### src/rtl/alu_pkg.sv
// Shared ALU control encodings and legality check, used by the arbiter and the ALU decoder.
package alu_pkg;
  localparam int ALU_CTRL_W = 4;

  localparam logic [ALU_CTRL_W-1:0] ALU_AND  = 4'b0000;
  localparam logic [ALU_CTRL_W-1:0] ALU_OR   = 4'b0001;
  localparam logic [ALU_CTRL_W-1:0] ALU_ADD  = 4'b0010;
  localparam logic [ALU_CTRL_W-1:0] ALU_SLL  = 4'b0011;
  localparam logic [ALU_CTRL_W-1:0] ALU_SLT  = 4'b0100;
  localparam logic [ALU_CTRL_W-1:0] ALU_SLTU = 4'b0101;
  localparam logic [ALU_CTRL_W-1:0] ALU_SUB  = 4'b0110;
  localparam logic [ALU_CTRL_W-1:0] ALU_XOR  = 4'b0111;
  localparam logic [ALU_CTRL_W-1:0] ALU_SRL  = 4'b1000;
  localparam logic [ALU_CTRL_W-1:0] ALU_SRA  = 4'b1010;

  function automatic logic is_legal_alu_op(input logic [ALU_CTRL_W-1:0] ctrl);
    case (ctrl)
      ALU_AND, ALU_OR, ALU_ADD, ALU_SLL, ALU_SLT,
      ALU_SLTU, ALU_SUB, ALU_XOR, ALU_SRL, ALU_SRA: return 1'b1;
      default: return 1'b0;
    endcase
  endfunction
endpackage

### src/rtl/alu_rsp_slot.sv
// One-entry response buffer; a load may coincide with a drain of the previous entry.
module alu_rsp_slot #(
  parameter int WIDTH = 32
) (
  input  logic             clk,
  input  logic             rst_n,
  input  logic             load,
  input  logic             illegal,
  input  logic [WIDTH-1:0] alu_y,
  input  logic             alu_zero,
  input  logic             ready,
  output logic             valid,
  output logic [WIDTH-1:0] y,
  output logic             zero,
  output logic             err
);
  always_ff @(posedge clk or negedge rst_n) begin
    if (!rst_n) begin
      valid <= 1'b0;
      y     <= '0;
      zero  <= 1'b0;
      err   <= 1'b0;
    end else if (load) begin
      // illegal ops never see the ALU; report a clean zero result instead
      valid <= 1'b1;
      y     <= illegal ? '0 : alu_y;
      zero  <= illegal | alu_zero;
      err   <= illegal;
    end else if (ready) begin
      valid <= 1'b0;
    end
  end
endmodule

### src/rtl/alu_share_arbiter.sv
// Round-robin sharing of one combinational ALU between two valid/ready requesters.
module alu_share_arbiter
  import alu_pkg::*;
#(
  parameter int WIDTH  = 32,
  parameter int CTRL_W = 4
) (
  input  logic              clk,
  input  logic              rst_n,
  input  logic              req0_valid,
  output logic              req0_ready,
  input  logic [CTRL_W-1:0] req0_ctrl,
  input  logic [WIDTH-1:0]  req0_a,
  input  logic [WIDTH-1:0]  req0_b,
  output logic              rsp0_valid,
  input  logic              rsp0_ready,
  output logic [WIDTH-1:0]  rsp0_y,
  output logic              rsp0_zero,
  output logic              rsp0_err,
  input  logic              req1_valid,
  output logic              req1_ready,
  input  logic [CTRL_W-1:0] req1_ctrl,
  input  logic [WIDTH-1:0]  req1_a,
  input  logic [WIDTH-1:0]  req1_b,
  output logic              rsp1_valid,
  input  logic              rsp1_ready,
  output logic [WIDTH-1:0]  rsp1_y,
  output logic              rsp1_zero,
  output logic              rsp1_err,
  output logic [CTRL_W-1:0] alu_ctrl,
  output logic [WIDTH-1:0]  alu_a,
  output logic [WIDTH-1:0]  alu_b,
  input  logic [WIDTH-1:0]  alu_y,
  input  logic              alu_zero
);
  localparam int NP = 2;

  logic [NP-1:0]              req_valid, rsp_valid, rsp_ready, rsp_zero, rsp_err;
  logic [NP-1:0]              slot_free, elig, grant;
  logic [NP-1:0][CTRL_W-1:0]  req_ctrl;
  logic [NP-1:0][WIDTH-1:0]   req_a, req_b, rsp_y;
  logic                       last_grant, gsel, legal;
  logic [CTRL_W-1:0]          sel_ctrl;

  assign req_valid = {req1_valid, req0_valid};
  assign rsp_ready = {rsp1_ready, rsp0_ready};
  assign req_ctrl  = {req1_ctrl, req0_ctrl};
  assign req_a     = {req1_a, req0_a};
  assign req_b     = {req1_b, req0_b};

  assign slot_free = ~rsp_valid | rsp_ready;
  assign elig      = req_valid & slot_free;

  always_comb begin
    grant = '0;
    case (elig)
      2'b01:   grant = 2'b01;
      2'b10:   grant = 2'b10;
      2'b11:   grant = last_grant ? 2'b01 : 2'b10;
      default: grant = '0;
    endcase
  end

  assign gsel     = grant[1];
  assign sel_ctrl = req_ctrl[gsel];
  assign legal    = is_legal_alu_op(sel_ctrl);

  // Idle or illegal cycles present all-zero inputs so nothing undefined reaches the ALU.
  always_comb begin
    alu_ctrl = '0;
    alu_a    = '0;
    alu_b    = '0;
    if ((|grant) && legal) begin
      alu_ctrl = sel_ctrl;
      alu_a    = req_a[gsel];
      alu_b    = req_b[gsel];
    end
  end

  always_ff @(posedge clk or negedge rst_n) begin
    if (!rst_n)      last_grant <= 1'b1;
    else if (|grant) last_grant <= gsel;
  end

  for (genvar i = 0; i < NP; i++) begin : g_slot
    alu_rsp_slot #(.WIDTH(WIDTH)) u_slot (
      .clk      (clk),
      .rst_n    (rst_n),
      .load     (grant[i]),
      .illegal  (!legal),
      .alu_y    (alu_y),
      .alu_zero (alu_zero),
      .ready    (rsp_ready[i]),
      .valid    (rsp_valid[i]),
      .y        (rsp_y[i]),
      .zero     (rsp_zero[i]),
      .err      (rsp_err[i])
    );
  end

  assign req0_ready = grant[0];
  assign req1_ready = grant[1];
  assign rsp0_valid = rsp_valid[0];
  assign rsp1_valid = rsp_valid[1];
  assign rsp0_y     = rsp_y[0];
  assign rsp1_y     = rsp_y[1];
  assign rsp0_zero  = rsp_zero[0];
  assign rsp1_zero  = rsp_zero[1];
  assign rsp0_err   = rsp_err[0];
  assign rsp1_err   = rsp_err[1];
endmodule
### config.mk
export PLATFORM = sky130hd
export DESIGN_NAME = alu_share_arbiter
export DESIGN_NICKNAME = d
export VERILOG_FILES = /design/src/rtl/alu_pkg.sv /design/src/rtl/alu_rsp_slot.sv /design/src/rtl/alu_share_arbiter.sv
export SDC_FILE = /design/constraint.sdc
export NUM_CORES = 1
export LEC_CHECK = 0
export CAP_MARGIN = 10
export CORE_AREA = 5 5 118 120
export DETAILED_ROUTE_END_ITERATION = 16
export DIE_AREA = 0 0 123 125
export PLACE_DENSITY = 0.77
export SLEW_MARGIN = 20
export SYNTH_ARGS = -nofsm -noshare
export SYNTH_HDL_FRONTEND = slang
export SYNTH_SLANG_ARGS = --single-unit
### constraint.sdc
create_clock -name clk -period 2.4 [get_ports clk]
set_clock_uncertainty 0.1 [all_clocks]
set_input_delay 0.48 -clock clk [delete_from_list [all_inputs] [get_ports clk]]
set_output_delay 0.48 -clock clk [all_outputs]
set_load 0.02 [all_outputs]
==> reports/qor.csv, run 1 <==
stage;metric;value;unit
worst_setup_path;cp_max_fo;4;
flow_run;cap_violations;0;
routing;dr.first_iter.drc_count;383;
floorplan;start_util;0.307;
placement;gp_congestion;0.923;
timing;setup_viol_count_final;69;
routing;dr.pass1.iters;5;
clocking;clkSinkCount;71;
synth;syn_nets;712;
global_route;antenna_found_initial;1;
placement;hpwl;14.1;mm
pwr;power_leakage;4.01;nW
synth;synth-seq-cells;71;
synth;yosys.cell_types.count;25;
global_route;grt_first_pass_wirelength;30.0;mm
timing;drv_slew;0;
synth;syn-cell-area;3950;µm²
worst_hold_path;hold_path_class;primary input to asynchronous set/reset pin;
pwr;power;6.36;mW
floorplan;core_area;12900;µm²
global_route;gr-total-overflow;0;
floorplan;die_height;125;µm
clocking;cts.htree.levels;3;
floorplan;die_area;15400;µm²
routing;drc;0;
synth;yosysSeqAreaShare;0.450;
synth;synthMostInstantiatedCell;nand2_1;
timing;rsz0062_at_grt;yes;
synth;synth_common_cells;nand2_1 (269), dfrtp_1 (70), a21oi_1 (37), o21ai_0 (36), nand3_1 (33);
worst_setup_path;worstPathArrival;2.10;ns
synth;synth_top_area_frac;0.443;
clocking;clockBufferDepth;2;
timing;whs;0.0235;ns
floorplan;ioPinCount;315;
cells_and_area;num_antenna_cells;0;
timing;layout_worst_path_cycle_share;1.12;
timing;worst_slack;-0.276;ns
worst_setup_path;critPathLaunchType;flip-flop;
cells_and_area;fin_nets;1065;
placement;postPlaceCellArea;7510;µm²
floorplan;die_x;123;µm
routing;vias;5193;
cells_and_area;drive_gt1_frac;0.284;
floorplan;row_count;42;
synth;netlist_instances;537;
routing;ant_nets;0;
timing;max_freq;374;MHz
clocking;clock-root-buffer;clkbuf_16;
synth;synth_warnings;0;
clocking;insertion_delay;0.33;ns
clocking;cts_hold_buf;0;
timing;setup_tns;-15.13;ns
worst_setup_path;crit_path_end_kind;primary output;
run_status;status;finished with violations;
cells_and_area;fin_area;8910;µm²
placement;portBuffers;314;
synth;synth-edff-count;0;
clocking;path_clk_slew;0.06;ns
pwr;ir_worst_vdd;0.413;mV
routing;viasPerCell;4.85;
synth;synth_async_sr_flop_share;1.00;
clocking;cts_buffers;9;
global_route;grt_use_total;0.252;
routing;wire_per_inst;19.1;µm
routing;wl;20.4;mm
timing;timing_worst_slew_pin_value;0.552;ns
worst_setup_path;cp_data_required_time;1.82;ns
global_route;grt_max_degree;62;
timing;hold_viol;0;
synth;ys.flop_type;dfrtp_1;
synth;syn-mean-instance-area;7.36;µm²
timing;max_slew_margin;0.632;
pwr;powerDensity;714;nW/µm²
worst_setup_path;timing_worst_setup_path_type;flip-flop to primary output;
synth;ys_top_cells_by_area;dfrtp_1 (44%), nand2_1 (26%), a21oi_2 (6.7%), a21oi_1 (4.7%), o21ai_0 (4.6%);
cells_and_area;syn2layout_area_growth;126;%
run_status;violations;negative setup slack;
timing;period_needed;2.68;ns
clocking;cts_tree;yes;
synth;yosys.area.top_type;dfrtp_1;
global_route;grt_pass1_vias;5419;
worst max-delay path, stage by stage, from the launching register on:
cell and delay [ns]:
dfrtp_1 0.40, nor2b_4 0.14, a311o_2 0.35, clkinv_4 0.10, a2bb2oi_4 0.08, buf_12 0.14
buf_16 0.13, buf_8 0.13, a21oi_2 0.14, buf_6 0.14
repair_timing:
action	in CTS	in global routing
setup buffers	13	8
pin swaps	13	25
setup endpoints to repair	70	70
gates resized for setup	410	96
gates cloned	11	2
worst paths after layout:
kind | startpoint | to | slack (ns) | cells after the start
worst max-delay path | g_slot[1].u_slot.valid$_DFFE_PN0P_ | alu_b[6] | -0.28 | 9
worst min-delay path | rst_n | g_slot[1].u_slot.y[26]$_DFFE_PN0N_ | 0.02 | 1
worst max register to register | g_slot[1].u_slot.valid$_DFFE_PN0P_ | g_slot[0].u_slot.y[2]$_DFFE_PN0P_ | 0.11 | 8
worst min register to register | g_slot[1].u_slot.y[21]$_DFFE_PN0N_ | g_slot[1].u_slot.y[21]$_DFFE_PN0N_ | 0.36 | 2
max in group asynchronous | rst_n | last_grant$_DFFE_PN1N_ | 1.55 | 2
min in group clk | g_slot[1].u_slot.y[21]$_DFFE_PN0N_ | g_slot[1].u_slot.y[21]$_DFFE_PN0N_ | 0.36 | 2
cell type report:
type                            instances  area, µm²
Clock buffer                           10        229
Sequential cell                        71       1780
Fill cell                             971       3970
Tap cell                              176        220
Inverter                                4       20.0
Multi-Input combinational cell        420       2350
Clock inverter                          6       92.6
Timing Repair Buffer                  384       4220
metrics by stage:
step	worst slack, ns	std cells	util
floorplan	0.0199	537	-
global placement	-0.886	1023	0.583
detailed placement	-0.897	1023	0.583
CTS	-0.289	1063	0.656
global route	-0.320	1071	0.692
finish	-0.276	1071	0.692
cell usage in the layout (no fill, tap or decap), drive strengths merged:
| cell type | Yosys | routed |
|---|---|---|
| nand2 | 269 | 269 |
| clkinv | 0 | 2 |
| o31ai | 1 | 1 |
| clkinvlp | 0 | 2 |
| a21oi | 67 | 67 |
| a2bb2oi | 1 | 1 |
| nand2b | 2 | 2 |
| dlygate4sd2 | 0 | 4 |
| o21ai | 38 | 38 |
| dfrtp | 70 | 70 |
| buf | 20 | 137 |
| o311ai | 1 | 1 |
| bufbuf | 0 | 1 |
| dlymetal6s2s | 0 | 2 |
| clkbuf | 22 | 13 |
| a311o | 1 | 1 |
| dfstp | 1 | 1 |
| a31oi | 1 | 1 |
| bufinv | 0 | 2 |
| inv | 4 | 4 |
| nand3 | 33 | 33 |
| nor2b | 2 | 2 |
| clkdlybuf4s50 | 0 | 237 |
| nor2 | 4 | 4 |
kinds of logic (layout without fill, tap and decap cells):
kind of cell           after synthesis  count (layout)  share of synthesized area
AND/OR/NAND/NOR                    310             310                      0.310
flip-flops                          71              71                      0.450
buffers and inverters               46             404                     0.0614
AO/OA/AOI/OAI                      110             110                      0.178
layer usage:
layer | up-vias | wire, µm | GRT usage
li1 | 2449 | - | -
met1 | 2468 | 7710 | 0.296
met2 | 232 | 10400 | 0.447
met3 | 42 | 1740 | 0.0700
met4 | 2 | 554 | 0.0717
met5 | - | 13 | 0
report_power, final:
group	leakage (nW)	switching, mW	internal (mW)
sequential	0.904	0.147	1.46
combinational	2.96	1.66	1.65
clock	0.149	0.525	0.916
flip-flops by register name, summed over array words and instances, names as in the netlist:
name	count
g_slot.u_slot.err	2
g_slot.u_slot.valid	2
g_slot.u_slot.y	64
g_slot.u_slot.zero	2
last_grant	1
(Power assumes the default switching activity.)
==> run 2: changes to the inputs <==
--- a/config.mk
+++ b/config.mk
@@ -5,11 +5,13 @@
 export SDC_FILE = /design/constraint.sdc
 export NUM_CORES = 1
 export LEC_CHECK = 0
-export CAP_MARGIN = 10
-export CORE_AREA = 5 5 118 120
+export CAP_MARGIN = 40
+export CORE_ASPECT_RATIO = 1.2
+export CORE_MARGIN = 8
+export CORE_UTILIZATION = 34
 export DETAILED_ROUTE_END_ITERATION = 16
-export DIE_AREA = 0 0 123 125
-export PLACE_DENSITY = 0.77
+export PLACE_DENSITY = 0.83
+export SKIP_LAST_GASP = 1
 export SLEW_MARGIN = 20
 export SYNTH_ARGS = -nofsm -noshare
 export SYNTH_HDL_FRONTEND = slang
==> reports/qor.csv, run 2 (synthesis gave the netlist of run 1 again) <==
stage;metric;value;unit
floorplan;die_height;134;µm
cells_and_area;final_common_cell;clkdlybuf4s50_1;
routing;ant_nets;0;
cells_and_area;fin_nets;1081;
global_route;grt_first_pass_wirelength;31.1;mm
routing;vias;5416;
run_status;violations;negative setup slack;
pwr;p_switching;2.36;mW
timing;rsz0062_at_grt;yes;
timing;timing_worst_slew_pin_value;0.600;ns
pwr;swShare;0.370;
worst_setup_path;critPathLaunchType;flip-flop;
cells_and_area;largest_reg_flops;64;
floorplan;row_count;43;
routing;dr.pass1.iters;7;
worst_setup_path;cp_data_required_time;1.82;ns
routing;wl;22.2;mm
cells_and_area;fin_util;0.786;
timing;drv_slew;0;
clocking;clock-root-buffer;clkbuf_16;
floorplan;die_area;15300;µm²
run_status;status;finished with violations;
worst_setup_path;crit_path_end_kind;primary output;
pwr;p_int;4.01;mW
worst_hold_path;hold_path_class;primary input to asynchronous set/reset pin;
placement;gp_congestion;0.911;
global_route;antenna_found_initial;4;
timing;max_slew_margin;0.600;
cells_and_area;layout_common_cells;clkdlybuf4s50_1 (236), nand2_1 (234), dfrtp_1 (70);
placement;portBuffers;314;
pwr;power_frac_clock;0.208;
cells_and_area;fin_area;9010;µm²
clocking;cts.htree.levels;3;
worst_setup_path;worstReg2RegEnd;g_slot[0].u_slot.y[28]$_DFFE_PN0P_;
worst_setup_path;crit_start;g_slot[1].u_slot.valid$_DFFE_PN0P_;
routing;dr.first_iter.drc_count;330;
global_route;grt_pass1_vias;5394;
routing;drc;0;
floorplan;core_area;11500;µm²
worst_setup_path;r2r_cells;7;
global_route;grt_use_total;0.266;
clocking;clockBufferDepth;2;
clocking;path_clk_slew;0.06;ns
timing;hold_viol;0;
pwr;ir_worst_vdd;0.389;mV
timing;worst_slack;-0.370;ns
worst_setup_path;crit_end;alu_a[22];
routing;viasPerCell;5.06;
pwr;combPwrFrac;0.540;
placement;pre_cts_ws;-0.878;ns
clocking;insertion_delay;0.32;ns
flow_run;cap_violations;0;
clocking;clkSinkCount;71;
placement;dp_cells;1006;
cells_and_area;drive_gt1_frac;0.303;
cells_and_area;fill_cells;738;
worst_setup_path;cp_max_fo;7;
global_route;gr-total-overflow;0;
floorplan;ioPinCount;315;
floorplan;start_util;0.345;
floorplan;die_x;114;µm
pwr;power_leakage;4.03;nW
timing;period_needed;2.77;ns
global_route;grt_max_degree;70;
cells_and_area;largest_register;g_slot.u_slot.y;
pwr;powerDensity;706;nW/µm²
routing;wire_per_inst;20.7;µm
placement;hpwl;14.9;mm
cells_and_area;layout.cells.non_filler;1071;
clocking;cts_tree;yes;
cells_and_area;multi_input_area;2410;µm²
pwr;sequentialPowerShare;0.253;
timing;whs;0.0549;ns
cells_and_area;register_area;1780;µm²
placement;postPlaceCellArea;7500;µm²
worst_setup_path;r2r_slack;0.17;ns
worst_setup_path;worstPathArrival;2.19;ns
cells_and_area;syn2layout_area_growth;128;%
clocking;cts_buffers;9;
timing;max_freq;361;MHz
worst_setup_path;r2r_start;g_slot[1].u_slot.valid$_DFFE_PN0P_;
timing;layout_worst_path_cycle_share;1.15;
timing;setup_viol_count_final;69;
worst_setup_path;timing_worst_setup_path_type;flip-flop to primary output;
==> run 2: worst min-delay path by stage <==
stage / start / to / slack, ns / depth (start not counted)
floorplan: rst_n / g_slot[0].u_slot.err$_DFFE_PN0P_ / 0.08 / 0
global placement: g_slot[1].u_slot.y[31]$_DFFE_PN0N_ / g_slot[1].u_slot.y[31]$_DFFE_PN0N_ / 0.35 / 2
detailed placement: g_slot[1].u_slot.y[12]$_DFFE_PN0N_ / g_slot[1].u_slot.y[12]$_DFFE_PN0N_ / 0.36 / 2
CTS: rst_n / g_slot[0].u_slot.y[10]$_DFFE_PN0P_ / 0.06 / 2
global route: rst_n / g_slot[0].u_slot.y[10]$_DFFE_PN0P_ / 0.08 / 2
finish: rst_n / g_slot[0].u_slot.y[10]$_DFFE_PN0P_ / 0.05 / 2
==> run 2: per-stage QoR <==
step / total power [mW] / TNS, ns
2_1_floorplan: 2.84 / 0
3_3_place_gp: 4.31 / -61.47
3_5_place_dp: 4.34 / -63.23
4_1_cts: 6.04 / -17.88
5_1_grt: 6.66 / -21.07
6_report: 6.36 / -16.56
==> run 2: critical path: stages (launching register included) <==
cell and delay (ns):
dfrtp_1 0.38, nor2b_4 0.15, a311o_2 0.39, clkinv_4 0.09
a2bb2oi_4 0.11, buf_12 0.18, buf_6 0.12, buf_6 0.12
a21oi_2 0.16, buf_4 0.17
==> run 2: per-layer routing <==
| layer | vias up | global-route usage | part of all wire |
|---|---|---|---|
| met3 | 40 | 0.0904 | 0.10 |
| li1 | 2481 | - | - |
| met4 | 4 | 0.0764 | 0.022 |
| met1 | 2592 | 0.302 | 0.37 |
| met5 | - | 0 | 0.0011 |
| met2 | 299 | 0.461 | 0.50 |
==> run 2: repair_timing <==
action	in CTS	in global routing
endpoints found under the setup margin	70	70
pin swaps	5	5
cloned	9	4
setup buffers	27	13
hold buffers	0	0
resized for setup	336	185
==> run 2: power by group through the flow <==
stage	combinational (mW)	sequential, mW	clock [mW]
2_1_floorplan	0.892	1.95	0
3_3_place_gp	2.70	1.61	0
3_5_place_dp	2.72	1.62	0
4_1_cts	3.09	1.60	1.35
5_1_grt	3.62	1.64	1.40
6_report	3.43	1.61	1.32
==> run 2: final cells by class <==
type / count / area share
Antenna cell: 3 / 0.000833
Clock buffer: 11 / 0.0269
Clock inverter: 5 / 0.00639
Inverter: 4 / 0.00222
Multi-Input combinational cell: 420 / 0.267
Sequential cell: 71 / 0.197
Tap cell: 157 / 0.0218
Timing Repair Buffer: 400 / 0.477
